## src/rtl/smc_pkg.sv

```systemverilog
// -----------------------------------------------------------------------------
// smc_pkg
// Shared definitions for the stepper motor controller PWM engine: default
// channel count and counter width, the duty-field layout, the alignment-mode
// encoding and the prescaler mask helper.
// Ports: none (package).
// -----------------------------------------------------------------------------
package smc_pkg;

    localparam int SMC_CW   = 11;   // counter / period / duty magnitude width
    localparam int SMC_NCH  = 12;   // number of PWM channels
    localparam int DC_W     = 16;   // width of one duty-cycle field
    localparam int SIGN_BIT = 15;   // duty field sign: 0 drives MNP, 1 drives MNM

    typedef enum logic [1:0] {
        AM_OFF    = 2'b00,
        AM_LEFT   = 2'b01,
        AM_RIGHT  = 2'b10,
        AM_CENTER = 2'b11
    } smc_am_e;

    // Terminal value of the prescaler divide counter: a tick fires every
    // 2^pre QCLK cycles, i.e. when the counter reaches 2^pre - 1.
    function automatic logic [2:0] pre_mask(input logic [1:0] pre);
        logic [2:0] mask;
        case (pre)
            2'd0:    mask = 3'd0;
            2'd1:    mask = 3'd1;
            2'd2:    mask = 3'd3;
            default: mask = 3'd7;
        endcase
        return mask;
    endfunction

endpackage

```

## src/rtl/smc_pwm_cmp.sv

```systemverilog
// -----------------------------------------------------------------------------
// smc_pwm_cmp
// One PWM channel: compares the shared counter against the channel's shadowed
// alignment mode and duty magnitude, then registers the active term onto the
// plus or minus coil pin selected by the duty sign.
// Ports:
//   QCLK, QRESET  clock, synchronous active-high reset
//   cnt           shared period counter value
//   per           shadowed period (0 = disabled)
//   am            shadowed alignment mode
//   dc            shadowed duty field (sign at SIGN_BIT, magnitude in [CW-1:0])
//   mnm, mnp      registered minus / plus coil drive
// -----------------------------------------------------------------------------
module smc_pwm_cmp
    import smc_pkg::*;
#(
    parameter int CW = SMC_CW
) (
    input  logic            QCLK,
    input  logic            QRESET,
    input  logic [CW-1:0]   cnt,
    input  logic [CW-1:0]   per,
    input  smc_am_e         am,
    input  logic [DC_W-1:0] dc,
    output logic            mnm,
    output logic            mnp
);

    logic [CW-1:0] d;
    logic          s;
    logic          a;
    logic [CW-1:0] lo;
    logic          unused_dc_bits;

    assign d = dc[CW-1:0];
    assign s = dc[SIGN_BIT];
    // Duty bits between the magnitude and the sign carry no meaning.
    assign unused_dc_bits = ^dc[SIGN_BIT-1:CW];

    always_comb begin
        // NOTE: every output of this block gets a default first, so no path
        // leaves it unassigned and no latch is inferred.
        a  = 1'b0;
        lo = '0;
        if (per != '0 && am != AM_OFF && d != '0) begin
            if (d >= per) begin
                a = 1'b1;                       // saturate to 100 %
            end else begin
                // d < per here, so per - d cannot underflow.
                case (am)
                    AM_LEFT:   a = (cnt < d);
                    AM_RIGHT:  a = (cnt >= per - d);
                    AM_CENTER: begin
                        lo = (per - d) >> 1;
                        a  = (cnt >= lo) && (cnt < lo + d);
                    end
                    default:   a = 1'b0;
                endcase
            end
        end
    end

    // The sign steers the active term to exactly one pin, so MNM and MNP can
    // never be high together.
    always_ff @(posedge QCLK) begin
        // NOTE: state is assigned with non-blocking <= so every register
        // samples pre-edge values regardless of statement order.
        if (QRESET) begin
            mnm <= 1'b0;
            mnp <= 1'b0;
        end else begin
            mnp <= a & ~s;
            mnm <= a &  s;
        end
    end

endmodule

```

## src/rtl/smc_pwm_gen.sv

```systemverilog
// -----------------------------------------------------------------------------
// smc_pwm_gen
// Shared PWM timebase for NCH motor-coil channels: prescaler, period counter
// and double-buffered shadow registers, plus one smc_pwm_cmp per channel.
// Shadows reload while the shadow period is 0 and on every counter wrap, so
// live register writes only take effect at a period boundary.
// Ports:
//   QCLK, QRESET  clock, synchronous active-high reset
//   MCPER_I       live period (0 = disabled)
//   MCPRE_I       prescaler select, tick every 1/2/4/8 QCLK cycles
//   MCAM_I        per-channel alignment, channel k at [2k+1:2k]
//   MCDC_I        per-channel signed duty, channel k at [16k+15:16k]
//   MNM, MNP      minus / plus coil drive
//   PERIOD_END    one-cycle pulse in the cycle after the counter wraps
//   CNT           current counter value
// -----------------------------------------------------------------------------
module smc_pwm_gen
    import smc_pkg::*;
#(
    parameter int NCH = SMC_NCH,
    parameter int CW  = SMC_CW
) (
    input  logic                QCLK,
    input  logic                QRESET,
    input  logic [CW-1:0]       MCPER_I,
    input  logic [1:0]          MCPRE_I,
    input  logic [2*NCH-1:0]    MCAM_I,
    input  logic [DC_W*NCH-1:0] MCDC_I,
    output logic [NCH-1:0]      MNM,
    output logic [NCH-1:0]      MNP,
    output logic                PERIOD_END,
    output logic [CW-1:0]       CNT
);

    // Shadow copies of the live register fields.
    logic [CW-1:0]               per_q;
    logic [1:0]                  pre_q;
    logic [NCH-1:0][1:0]         am_q;
    logic [NCH-1:0][DC_W-1:0]    dc_q;

    logic [2:0]    presc_q;
    logic [CW-1:0] cnt_q;
    logic          period_end_q;

    logic enabled;
    logic tick;
    logic wrap;
    logic load;

    assign enabled = (per_q != '0);
    assign tick    = enabled && (presc_q == pre_mask(pre_q));
    assign wrap    = tick && (cnt_q == per_q - CW'(1));
    assign load    = !enabled || wrap;

    always_ff @(posedge QCLK) begin
        // NOTE: the shadow registers are reset like any other state: a zero
        // shadow period is the disabled state the reload path depends on.
        if (QRESET) begin
            per_q <= '0;
            pre_q <= '0;
            am_q  <= '0;
            dc_q  <= '0;
        end else if (load) begin
            per_q <= MCPER_I;
            pre_q <= MCPRE_I;
            am_q  <= MCAM_I;
            dc_q  <= MCDC_I;
        end
    end

    // A wrap only happens on a tick, where the prescaler restarts anyway, so a
    // new prescale ratio always starts from a clean divide phase.
    always_ff @(posedge QCLK) begin
        if (QRESET) begin
            presc_q      <= '0;
            cnt_q        <= '0;
            period_end_q <= 1'b0;
        end else begin
            period_end_q <= wrap;
            if (!enabled) begin
                presc_q <= '0;
                cnt_q   <= '0;
            end else if (tick) begin
                presc_q <= '0;
                cnt_q   <= wrap ? '0 : cnt_q + CW'(1);
            end else begin
                presc_q <= presc_q + 3'd1;
            end
        end
    end

    for (genvar k = 0; k < NCH; k++) begin : g_ch
        smc_pwm_cmp #(
            .CW (CW)
        ) u_cmp (
            .QCLK   (QCLK),
            .QRESET (QRESET),
            .cnt    (cnt_q),
            .per    (per_q),
            .am     (smc_am_e'(am_q[k])),
            .dc     (dc_q[k]),
            .mnm    (MNM[k]),
            .mnp    (MNP[k])
        );
    end

    assign CNT        = cnt_q;
    assign PERIOD_END = period_end_q;

endmodule

```

## config.mk

```make
export PLATFORM = sky130hd
export DESIGN_NAME = smc_pwm_gen
export DESIGN_NICKNAME = d
export VERILOG_FILES = /design/src/rtl/smc_pkg.sv /design/src/rtl/smc_pwm_cmp.sv /design/src/rtl/smc_pwm_gen.sv
export SDC_FILE = /design/constraint.sdc
export NUM_CORES = 1
export LEC_CHECK = 0
export ABC_AREA = 1
export ABC_CLOCK_PERIOD_IN_PS = 5400
export CAP_MARGIN = 20
export CORE_ASPECT_RATIO = 1.25
export CORE_UTILIZATION = 55
export CTS_BUF_LIST = sky130_fd_sc_hd__clkbuf_8
export CTS_CLUSTER_DIAMETER = 120
export DETAILED_ROUTE_END_ITERATION = 6
export MAX_ROUTING_LAYER = met4
export PLACE_DENSITY = 0.76
export SETUP_SLACK_MARGIN = 0.2
export SYNTH_ARGS = -nofsm -noshare
export SYNTH_HDL_FRONTEND = slang
export SYNTH_HIERARCHICAL = 1
export SYNTH_SLANG_ARGS = --single-unit
```

## constraint.sdc

```tcl
create_clock -name QCLK -period 5.4 [get_ports QCLK]
set_input_delay 1.08 -clock QCLK [delete_from_list [all_inputs] [get_ports QCLK]]
set_output_delay 1.08 -clock QCLK [all_outputs]
set_load 0.02 [all_outputs]
```

## After elaboration in Yosys (flattened, before gate mapping)

Index checks and enable logic that the tools add are counted.

| word-level totals | value |
|---|---|
| flip-flop bits (word level) | 268 |
| input port bits | 231 |
| output and inout port bits | 36 |

| cells by class | value |
|---|---|
| magnitude comparators | 60 |
| bitwise operators | 37 |
| equality and inequality tests | 40 |
| muxes and demuxes | 38 |
| $add $sub $neg | 27 |
| reduce and logical (&&, ||, !) cells | 68 |

Operators with widths:

| operator | number |
|---|---|
| $ge 11x11->1 | 24 |
| $lt 11x11->1 | 24 |
| $reduce_bool 11->1 | 13 |
| $add 10x11->11 | 12 |
| $ge 11x10->1 | 12 |
| $sub 11x11->11 | 12 |
| $eq 2x2->1 const B | 25 |
| $logic_and 1x1->1 | 38 |
| $pmux 1 s3 | 12 |
| $eq 2x1->1 const B | 13 |
| $and 1x1->1 | 24 |
| $mux 1 | 24 |
| $reduce_bool 2->1 | 12 |
| $not 1->1 | 13 |
| $add 11x1->11 const B | 1 |
| $eq 11x11->1 | 1 |
| $mux 11 | 1 |
| $sub 11x1->11 const B | 1 |
| $pmux 3 s3 | 1 |
| $add 3x1->3 const B | 1 |
| $eq 3x3->1 | 1 |
| $reduce_or 3->1 | 1 |
| $logic_not 2->1 | 1 |
| $reduce_or 2->1 | 1 |
| 2 further kinds | 2 |

## Longest topological paths before layout

| depth | value |
|---|---|
| depth after elaboration | 8 |
| depth in mapped cells | 25 |

## Hierarchy

Netlist, hierarchy kept.

By module, submodules not included:

| module | area an instance (µm²) | cells an instance | instances | sequential area each (µm²) |
|---|---|---|---|---|
| smc_pwm_cmp at g_ch[0].u_cmp ... | 2185.8 | 344 | 7 | 40.0 |
| smc_pwm_gen | 11476.0 | 1689 | 1 | 4884.7 |
| smc_pwm_cmp at g_ch[3].u_cmp ... | 2209.6 | 347 | 2 | 40.0 |
| smc_pwm_cmp at g_ch[2].u_cmp | 2230.9 | 355 | 1 | 40.0 |
| smc_pwm_cmp at g_ch[9].u_cmp | 2205.9 | 350 | 1 | 40.0 |
| smc_pwm_cmp at g_ch[5].u_cmp | 2203.4 | 346 | 1 | 40.0 |

## Worst setup path after synthesis

No wires, ideal clock.

| timing | value |
|---|---|
| path type | register to register |
| from | reg per_q[1] |
| to | reg g_ch[2].u_cmp.mnm |
| clock period less this slack | 4.090 ns |
| setup time | 0.111 ns |
| arrival | 3.979 ns |
| buffers on the path | 0 |
| cell stages (with the launch flop) | 25 |
| slack | 1.310 ns |
| path through | dfxtp_1 inv_1 fa_1 o21a_2 nor2_2 nor2_1 o21ai_2 xor2_2 ha_1 a21oi_1 o21ai_1 a21oi_1 nor2_1 nor2_1 xor2_1 ha_1 nand2_1 nor2_1 nand2_1 a21oi_1 nor2_1 nand3_1 nand4_1 nand2_1 nor2_1 |

| between the ends | value |
|---|---|
| longest elaborated chain between the ends | 8 |

Ends and longest elaborated chain:

| what | line | source |
|---|---|---|
| start: declaration | smc_pwm_gen.sv:36 | `logic [CW-1:0] per_q;` |
| start signal: assignment | smc_pwm_gen.sv:59 | `per_q <= '0;` |
| start signal: assignment | smc_pwm_gen.sv:64 | `per_q <= MCPER_I;` |
| $sub 11x11->11 | smc_pwm_cmp.sv:52, smc_pwm_cmp.sv:54 |  |
| $add 10x11->11 | smc_pwm_cmp.sv:55 | `a = (cnt >= lo) && (cnt < lo + d);` |
| $lt 11x11->1 | smc_pwm_cmp.sv:55 |  |
| $logic_and 1x1->1 | smc_pwm_cmp.sv:55 |  |
| $pmux 1 s3 | smc_pwm_cmp.sv:50 | `case (am)` |
| $mux 1 | smc_pwm_cmp.sv:46 | `if (d >= per) begin` |
| $mux 1 (*) | smc_pwm_cmp.sv:45 | `if (per != '0 && am != AM_OFF && d != '0) begin` |
| $and 1x1->1 (*) | smc_pwm_cmp.sv:73 | `mnm <= a & s;` |
| end signal: assignment | smc_pwm_cmp.sv:73 |  |
| end: declaration | smc_pwm_cmp.sv:25 | `output logic mnm,` |

Every way passes the cells marked *; elsewhere a longest branch is shown, timed or not.
A chain may end at the register's enable or synchronous reset.

## Worst setup path in the final report

| timing | value |
|---|---|
| from | reg per_q[0] |
| to | reg g_ch[11].u_cmp.mnm |

| between the ends | value |
|---|---|
| longest elaborated chain between the ends | 8 |

Ends and longest elaborated chain:

| what | line |
|---|---|
| $sub 11x11->11 | smc_pwm_cmp.sv:52, smc_pwm_cmp.sv:54 |
| $add 10x11->11 | smc_pwm_cmp.sv:55 |
| $lt 11x11->1 | smc_pwm_cmp.sv:55 |
| $logic_and 1x1->1 | smc_pwm_cmp.sv:55 |
| $pmux 1 s3 | smc_pwm_cmp.sv:50 |
| $mux 1 | smc_pwm_cmp.sv:46 |
| $mux 1 (*) | smc_pwm_cmp.sv:45 |
| $and 1x1->1 (*) | smc_pwm_cmp.sv:73 |
| end signal: assignment | smc_pwm_cmp.sv:73 |
| end: declaration | smc_pwm_cmp.sv:25 |

Marked as above.

==> impl_metrics.csv <==
group,metric,value,unit
outcome,status,"finished, violations left",
outcome,failed_checks,"DRC",
drt,vias,36009,
cts,tritoncts,"done",
cells_and_area,multi_input_area,27500,sq um
placement,gp_routability_congestion,0.9572,
min_path,hold_path_class,"reg2reg",
cts,cts-root-buf,"clkbuf_8",
sta,finClkSkew,0.03352,ns
sta,hold_viol_final,0,
sta,rsz0062_at_grt,"no",
sta,fin_ws,0.5933,ns
floorplan,die_h,287.2,um
global_routing,track_usage,0.3246,
cts,ctsResizeCount,0,
global_routing,antenna_found_initial,0,
sta,slew_headroom,0.2889,
drt,drt-met1-wl,46090,um
drt,dr.max_layer_used,"met4",
synthesis,synth_cells,5554,
global_routing,grt_pass1_vias,34270,
drt,firstDrtPassIters,7,
critical_path,critical_path.max_fanout,10,
drt,wl_met3,6527,um
sta,fin_tns_setup,0,ns
cells_and_area,regArea,4449,sq um
synthesis,yosysWarnings,6,
placement,numPortBuffers,218,
cts,clk_latency,0.63,ns
critical_path,required,5.90,ns
cts,cts_htree_levels,2,
drt,routed_via_density,5.448,
critical_path,end_kind,"register",
synthesis,netlist_area,35790,sq um
synthesis,synth_area_per_cell,6.445,sq um
sta,slew_viol_final,0,
cts,numClockSinks,220,
placement,post-dp-hpwl,79600,um
drt,route.detailed.wl_per_inst,16.02,um
global_routing,grt_max_degree,100,
cells_and_area,fillCellCount,6208,
critical_path,critical_path_arrival,5.31,ns
floorplan,start_util,0.5557,
cts,numCtsBuffers,42,
drt,wl,105900,um
drt,drc_errors,1,
floorplan,core_area,64410,sq um
floorplan,io_pins,267,
run,cap_violations,0,
cells_and_area,finalNetCount,6748,
cts,post_cts_buffers,0,
placement,pre_cts_ws,0.6875,ns
sta,worstMarginPinSlew,1.067,ns
critical_path,crit_type,"reg2reg",
sta,finalSetupViolations,0,
sta,fmax,208.0,MHz
drt,drtAntennaViolNets,0,
cts,hold_buffers,0,
cells_and_area,drive_above_1_share,0.06092,
drt,drt_iter0_drc,2074,
global_routing,grt_pass1_wl,169500,um
synthesis,syn-num-nets,6569,
cts,clockBufferDepth,3,
critical_path,start_kind,"register",
floorplan,rows,104,
cells_and_area,n_antenna_cell,0,
cells_and_area,areaGrowthSynthToFinish,11.06,%
drt,met2WireLength,49110,um
sta,post-route-period-util,0.8901,
global_routing,grt.overflow.total,0,
cts,path_clk_slew,0.06,ns
floorplan,die_area,66110,sq um
floorplan,die_w,230.2,um
sta,min_period,4.807,ns
==> registers in the layout (all words and copies together), names as in the netlist <==
signal / flops
dc_q: 144
am_q: 24
g_ch.u_cmp/mnm: 12
g_ch.u_cmp/mnp: 12
CNT: 11
per_q: 11
presc_q: 3
pre_q: 2
PERIOD_END: 1
==> layout make-up <==
cell class                      count  share of cell area
Sequential cell                   220              0.1119
Clock buffer                       50             0.01731
Tap cell                          848             0.02669
Inverter                          870             0.08262
Clock inverter                     23            0.004690
Multi-Input combinational cell   4338              0.6917
Timing Repair Buffer              261             0.06509
==> worst max-delay path: stages, from the launching register on <==
cell     delay (ns)
dfxtp_1        0.55
buf_4          0.33
inv_1          0.13
ha_1           0.25
fa_1           0.42
o21a_2         0.27
nor2_2         0.08
nor2_1         0.05
o21ai_2        0.06
xor2_1         0.27
ha_1           0.33
a21oi_1        0.14
o21ai_0        0.13
a21oi_1        0.24
nor2_1         0.08
nor2_1         0.11
xor2_1         0.08
ha_1           0.30
nand2_1        0.05
nor2_1         0.14
nand2_1        0.08
a21oi_1        0.16
nor2_1         0.07
nand3_1        0.08
nand4_1        0.08
nand2_1        0.12
nor2_1         0.05
==> layer usage <==
layer | global-route usage | up-vias
li1 | - | 18508
met1 | 0.3910 | 16186
met2 | 0.5562 | 1041
met3 | 0.03571 | 274
met4 | 0.1167 | 0
met5 | - | -
==> path summary, 6_finish.rpt <==
path	startpoint	to	slack (ns)	depth (start not counted)
min reg2reg	dc_q[191]$_SDFFE_PP0P_	g_ch[11].u_cmp/mnm$_SDFF_PP0_	0.45	2
min	dc_q[191]$_SDFFE_PP0P_	g_ch[11].u_cmp/mnm$_SDFF_PP0_	0.45	2
max reg2reg	per_q[0]$_SDFFE_PP0P_	g_ch[11].u_cmp/mnm$_SDFF_PP0_	0.59	26
max	per_q[0]$_SDFFE_PP0P_	g_ch[11].u_cmp/mnm$_SDFF_PP0_	0.59	26
==> through the flow <==
stage          hold slack (ns)  area [sq um]  std cells    util
6_report                0.4544         39750       6610  0.6172
5_1_grt                 0.4807         39750       6610  0.6172
4_1_cts                 0.4544         39750       6610  0.6172
3_5_place_dp            0.4520         38880       6537  0.6036
3_3_place_gp            0.4440         38880       6537  0.6036
2_1_floorplan           0.4267         35790       5554       -
==> layout by cell type (no fill, tap or decap), types with 7 or more instances in the layout <==
cell	count
dfxtp_4	8
o21a_2	11
dfxtp_2	12
ha_1	760
and3_1	7
nor2_1	617
inv_1	863
o21a_1	22
and2_1	12
nor3_1	38
o211ai_2	9
clkinv_2	7
a21oi_2	90
buf_4	36
xnor2_1	60
nand2_2	13
a21oi_1	450
o21ai_0	36
o31ai_1	12
nand2_1	1295
dfxtp_1	200
nand3_1	389
inv_2	14
clkbuf_8	50
buf_12	7
fa_1	24
xor2_1	154
clkdlybuf4s50_1	217
a31o_2	8
o21ai_2	26
nand3b_1	25
or2_2	16
nor4_1	40
nor2_2	18
o21ai_1	19
a21o_1	37
nand4_1	108
a21boi_2	8
o21bai_1	17
Power is not shown: default switching activity piles up to over one toggle a cycle in this logic, so the estimate is an artifact.
